$ cat config.mk
export PLATFORM = sky130hd
export DESIGN_NAME = mem_port_arbiter
export DESIGN_NICKNAME = d
export VERILOG_FILES = /design/src/rtl/mem_port_arbiter.sv
export SDC_FILE = /design/constraint.sdc
export NUM_CORES = 1
export LEC_CHECK = 0
export BUFFER_PORTS_ARGS = -buffer_cell sky130_fd_sc_hd__buf_2
export CAP_MARGIN = 20
export CORE_AREA = 5 5 210 212
export DETAILED_ROUTE_END_ITERATION = 8
export DIE_AREA = 0 0 215 217
export GPL_TIMING_DRIVEN = 0
export PLACE_DENSITY_LB_ADDON = 0.05
export SLEW_MARGIN = 5
export SYNTH_ARGS = -nofsm -noshare
export SYNTH_HDL_FRONTEND = slang
export SYNTH_SLANG_ARGS = --single-unit
$ cat constraint.sdc
create_clock -name clk -period 2.1 [get_ports clk]
set_input_delay 0.42 -clock clk [delete_from_list [all_inputs] [get_ports clk]]
set_output_delay 0.42 -clock clk [all_outputs]
set_load 0.02 [all_outputs]
$ cat src/rtl/mem_port_arbiter.sv
// mem_port_arbiter: shares one memory port between the fetch and data
// requesters, one transaction outstanding at a time.
// Build option: define ARB_RR_EN to alternate grants when both requesters
// collide; otherwise data always wins over fetch.
module mem_port_arbiter #(
    parameter int ADDR_W = 64,
    parameter int DATA_W = 64
) (
    input  logic                clk,
    input  logic                rst,
    input  logic                if_req,
    input  logic [ADDR_W-1:0]   if_addr,
    output logic [DATA_W-1:0]   if_rdata,
    output logic                if_ready,
    output logic                if_stall,
    input  logic                d_req,
    input  logic                d_we,
    input  logic [ADDR_W-1:0]   d_addr,
    input  logic [DATA_W-1:0]   d_wdata,
    input  logic [DATA_W/8-1:0] d_mask,
    output logic [DATA_W-1:0]   d_rdata,
    output logic                d_ready,
    output logic                d_stall,
    output logic                mem_req,
    output logic                mem_we,
    output logic [ADDR_W-1:0]   mem_addr,
    output logic [DATA_W-1:0]   mem_wdata,
    output logic [DATA_W/8-1:0] mem_mask,
    input  logic                mem_gnt,
    input  logic                mem_rvalid,
    input  logic [DATA_W-1:0]   mem_rdata,
    output logic                arb_busy
);

    localparam int MASK_W = DATA_W / 8;

    typedef enum logic [1:0] {IDLE, ISSUE, WAIT, DONE} state_t;

    state_t              state_reg, state_next;
    logic                owner_reg;       // 0 = fetch, 1 = data
    logic                last_owner_reg;
    logic                we_reg;
    logic [ADDR_W-1:0]   addr_reg;
    logic [DATA_W-1:0]   wdata_reg;
    logic [MASK_W-1:0]   mask_reg;
    logic [DATA_W-1:0]   if_rdata_reg;
    logic [DATA_W-1:0]   d_rdata_reg;
    logic                sel_data;
    logic                any_req;

    assign any_req = if_req | d_req;

    // Owner selection for the IDLE cycle; a lone request always wins.
`ifdef ARB_RR_EN
    always_comb begin
        sel_data = d_req & (~if_req | ~last_owner_reg);
    end
`else
    logic unused_last_owner;
    assign unused_last_owner = last_owner_reg;

    always_comb begin
        sel_data = d_req;
    end
`endif

    // State register.
    always_ff @(posedge clk) begin
        if (rst) state_reg <= IDLE;
        else     state_reg <= state_next;
    end

    // Next-state logic; gnt/rvalid only matter in their own states.
    always_comb begin
        state_next = state_reg;
        case (state_reg)
            IDLE:    if (any_req)    state_next = ISSUE;
            ISSUE:   if (mem_gnt)    state_next = WAIT;
            WAIT:    if (mem_rvalid) state_next = DONE;
            DONE:                    state_next = IDLE;
            default:                 state_next = IDLE;
        endcase
    end

    // Payload capture in IDLE and response capture in WAIT.
    always_ff @(posedge clk) begin
        if (rst) begin
            owner_reg      <= 1'b0;
            last_owner_reg <= 1'b0;
            we_reg         <= 1'b0;
            addr_reg       <= '0;
            wdata_reg      <= '0;
            mask_reg       <= '0;
            if_rdata_reg   <= '0;
            d_rdata_reg    <= '0;
        end else begin
            if (state_reg == IDLE && any_req) begin
                owner_reg <= sel_data;
                if (sel_data) begin
                    we_reg    <= d_we;
                    addr_reg  <= d_addr;
                    wdata_reg <= d_wdata;
                    mask_reg  <= d_mask;
                end else begin
                    // A fetch reads the whole word and carries no store data.
                    we_reg    <= 1'b0;
                    addr_reg  <= if_addr;
                    wdata_reg <= '0;
                    mask_reg  <= '1;
                end
            end
            if (state_reg == WAIT && mem_rvalid) begin
                last_owner_reg <= owner_reg;
                if (!owner_reg)   if_rdata_reg <= mem_rdata;
                else if (!we_reg) d_rdata_reg  <= mem_rdata;
            end
        end
    end

    assign mem_req   = (state_reg == ISSUE);
    assign mem_we    = (state_reg == ISSUE) & we_reg;
    assign mem_addr  = addr_reg;
    assign mem_wdata = wdata_reg;
    assign mem_mask  = mask_reg;
    assign if_rdata  = if_rdata_reg;
    assign d_rdata   = d_rdata_reg;
    assign if_ready  = (state_reg == DONE) & ~owner_reg;
    assign d_ready   = (state_reg == DONE) &  owner_reg;
    assign if_stall  = if_req & ~if_ready;
    assign d_stall   = d_req & ~d_ready;
    assign arb_busy  = (state_reg != IDLE);

endmodule

# After elaboration in Yosys (flattened, before gate mapping)
# Index checks and enable logic that the tools add are counted.
dict set report totals {
  input_bits 271
  elab_cells 39
  output_inout_bits 271
  regBits 268
}
dict set report classes {
  n_eq_ne 6
  reduce_logical 7
  mux 8
  n_bitwise 10
}
# op n
set ops {}
lappend ops {{$mux 64} 2}
lappend ops {{$mux 8} 1}
lappend ops {{$pmux 2 s4} 1}
lappend ops {{$mux 2} 3}
lappend ops {{$reduce_and 3->1} 2}
lappend ops {{$and 1x1->1} 5}
lappend ops {{$eq 2x2->1 const B} 2}
lappend ops {{$ne 2x2->1 const B} 2}
lappend ops {{$not 1->1} 4}
lappend ops {{$eq 2x1->1 const B} 1}
lappend ops {{$logic_and 1x1->1} 2}
lappend ops {{$logic_not 2->1} 1}
lappend ops {{$ne 2x1->1 const B} 1}
lappend ops {{$reduce_and 2->1} 1}
lappend ops {{$reduce_bool 2->1} 1}
lappend ops {{$mux 1} 1}
lappend ops {{$or 1x1->1} 1}

# Depth between registers and ports, before layout
dict set report logic_depth {
  word_depth 4
  mapped_depth 7
}

# Least setup slack after synthesis
# Ideal clock, no wire load.
dict set report synth_path {
  kind {input to output}
  from {in d_req}
  to {out d_stall}
  setup_slack_ns 0.310
  t_required_ns 1.680
  arrival_ns 1.370
  path_stages 4
  cell_sequence {buf_2 > buf_2 > buf_2 > nor2b_1}
}
dict set report synth_via {
  elab_chain_cells 1
}
# element line
set synth_lines {}
lappend synth_lines {{from (decl)} 16} ;# input logic d_req,
lappend synth_lines {{$and 1x1->1} 130} ;# assign d_stall = d_req & ~d_ready;
lappend synth_lines {{to (decl)} 23} ;# output logic d_stall,
# No other way between the ends.

# Final worst setup path
dict set report layout_path {
  from {reg state_reg[0]}
  to {out arb_busy}
}
dict set report layout_via {
  elab_chain_cells 1
}
# element line
set layout_lines {}
lappend layout_lines {{from (decl)} 39} ;# state_t state_reg, state_next;
lappend layout_lines {{from (signal assigned)} 70} ;# else state_reg <= state_next;
lappend layout_lines {{$reduce_bool 2->1} 131} ;# assign arb_busy = (state_reg != IDLE);
lappend layout_lines {{to (decl)} 32} ;# output logic arb_busy
# No other way between the ends.

==> impl_metrics.yaml <==
run_status:
  status: "finished clean"
floorplanning:
  rows: 75
  die_w_um: 215
  core_um2: 41800
  die-area_um2: 46700
  pin_count: 542
  initial_core_util: 0.247
  dieHeight_um: 217
sta:
  setup_viol: 0
  fin_crit_ns: 2.00
  worstMarginPinSlew_ns: 0.984
  rsz0062_at_grt: "no"
  skew_ns: 0.0117
  tns_ns: 0
  hold_violations: 0
  final_max_slew_viol_count: 0
  fmax_mhz: 499
  max_slew_margin: 0.344
  layout_worst_path_cycle_share: 0.954
global_route:
  grt-ovfl-total: 0
  grt_start_max_net_pins: 20
  antenna_found_initial: 10
  grt_usage: 0.185
  grt_pass1_wl_mm: 67.0
  grt_pass1_vias: 10500
critical_path:
  crit_arrival_ns: 1.58
  start_kind: "flip-flop"
  slowest_stage: "dfxtp_2"
  required_ns: 1.68
  path_class: "reg2out"
  crit_chain: "inv_1 > ha_4 > buf_12 > inv_1 > buf_2"
  cp_max_fo: 19
  slowest_delay_ns: 0.34
  crit_path_frequent_cell: "inv_1"
  critical-path-top-delay-family: "buffers and inverters"
  end_kind: "output pin"
  worstSetupStartpoint: "state_reg[0]$_SDFFE_PP0P_"
  crit_buf_inv: 4
  reg2reg_from: "state_reg[0]$_SDFFE_PP0P_"
logic_synthesis:
  yosys_warnings: 0
  synth_cells: 1200
  synthDistinctLibCells: 29
  synth_fp_nets: 1476
  ys_ff_latch: 268
  yosys_most_used_dff: "dfxtp_1"
  synth_edf_count: 0
  ys_seq_area_frac: 0.521
  syn_avg_cell_area_um2: 8.58
  synth_area_um2: 10300
  synthArstFlopShare: 0
route:
  routed_wl_mm: 45.9
  dr.max_layer_used: "met5"
  wl_met3_mm: 3.89
  drt_iter0_drc: 443
  drtAntennaViolNets: 0
  dr_wl_met2_mm: 22.3
  drc: 0
  viasPerCell: 4.45
  vias: 10400
  routedWlPerCell_um: 19.6
  first_pass_iters: 5
  routedLengthMet1_mm: 18.8
cts:
  cts_tree: "yes"
  cts.reportedPaths.clkPinSlew_ns: 0.06
  root_buffer: "clkbuf_16"
  cts_max_level: 2
  clk_latency_ns: 0.52
  clkSinkCount: 268
  cts_hold_buf: 0
  clock_path_buffers: 3
  numCtsBuffers: 35
place:
  port_buffers: 539
  gp_congestion: 0.778
  hpwl_mm: 36.0
power:
  powerDensity_nw_per_um2: 1260
  leakage_nw: 6.83
  power_mw: 18.7
  vdd_drop_max_mv: 0.549
layout:
  nNetsFinal: 2051
  final_core_util: 0.356
  areaGrowthSynthToFinish_pct: 44.3
  layout-drive-gt1-share: 0.389
hold_path:
  min_from: "mem_rdata[3]"
  hold_path_class: "in2reg"
run:
  maxCapViolations: 0
==> cells in the final DEF, fill, tap and decap left out, drive strengths merged, types with 2 or more instances in the layout <==
master | netlist | layout
a211oi | 64 | 64
a21oi | 194 | 194
and2 | 2 | 2
buf | 65 | 600
clkbuf | 39 | 97
clkinv | 0 | 2
dfxtp | 268 | 268
diode | 0 | 4
ha | 5 | 5
inv | 4 | 4
mux2i | 64 | 64
nand2 | 323 | 323
nand3 | 65 | 65
nand3b | 9 | 9
nor2 | 73 | 73
nor2b | 5 | 5
o21a | 3 | 3
o21ai | 9 | 9
o31a | 2 | 2
==> path summary, 6_finish.rpt <==
check | end | slack [ns] | depth (start not counted)
worst min register to register | mem_wdata[21]$_SDFFE_PP0P_ | 0.44 | 2
worst max register to register | d_rdata[4]$_SDFFE_PP0P_ | 0.20 | 7
worst max-delay path | arb_busy | 0.1 | 5
worst min-delay path | if_rdata[3]$_SDFFE_PP0P_ | 0.14 | 3
==> layer usage <==
metal,GRT usage,vias to the layer above
met4,0.0493,12
li1,-,5213
met3,0.0670,52
met2,0.320,337
met1,0.219,4794
met5,0,-
==> cells in the mapped netlist, types with 2 or more instances <==
master,number,share of area
a211oi_2,40,0.049
o31a_1,2,0.0017
inv_1,4,0.0015
buf_2,50,0.024
nor2b_1,5,0.0030
ha_1,5,0.0061
a21oi_1,194,0.094
nand3_1,65,0.032
dfxtp_1,268,0.52
buf_1,9,0.0033
buf_6,5,0.0055
clkbuf_1,36,0.013
and2_1,2,0.0012
clkbuf_4,3,0.0022
nand2_1,323,0.12
nand3b_1,9,0.0066
o21a_1,3,0.0022
mux2i_1,64,0.062
nor2_1,73,0.027
a211oi_1,24,0.017
o21ai_0,8,0.0039
==> through the flow <==
stage / instance area, um2 / hold WS, ns / setup slack (ns) / instances
3_3_place_gp: 13700 / 0.436 / -0.0564 / 2278
2_1_floorplan: 10300 / 0.444 / 0.310 / 1200
3_5_place_dp: 13700 / 0.440 / -0.0781 / 2278
5_1_grt: 14900 / 0.115 / 0.0176 / 2339
6_report: 14900 / 0.142 / 0.0967 / 2339
4_1_cts: 14800 / 0.101 / 0.0130 / 2335
==> cells by family (layout without fill, tap and decap cells) <==
group / after synthesis / in the layout / synth area share
buffers and inverters: 108 / 704 / 0.0505
AO/OA/AOI/OAI: 272 / 272 / 0.169
adder cells (fa/ha/maj): 5 / 5 / 0.00607
flip-flops: 268 / 268 / 0.521
multiplexers: 64 / 64 / 0.0622
AND/OR/NAND/NOR: 483 / 483 / 0.192
other: 0 / 4 / 0
==> final cells by class <==
class | instances | area [um2]
antenna | 4 | 10.0
clock inverter | 3 | 40.0
multi-input combinational | 824 | 4430
buffer | 103 | 526
tap | 539 | 674
sequential | 268 | 5370
inverter | 4 | 15.0
clock buffer | 55 | 1100
fill | 4486 | 26900
timing repair buffer | 539 | 2700
==> where the power goes <==
group          internal, mW  leakage, nW  switching (mW)
logic                  2.09         4.08            4.26
clock network          3.70        0.565            2.25
registers              6.01         2.19           0.438
total                  11.8         6.83            6.94
==> what timing repair did <==
item                                    CTS  global route
pin swaps                                 0             0
cloned                                    0             0
endpoints found under the setup margin    4            58
resized for setup                         8            11
setup buffers                             0             0
==> worst reg2reg max path, stage by stage (launching register included) <==
cell and delay (ns):
dfxtp_2 0.34, inv_1 0.14, ha_1 0.30, and4b_1 0.22, buf_2 0.30, buf_2 0.31
nand2_1 0.10, a21oi_1 0.12
Power figures use the tool's default switching activity.
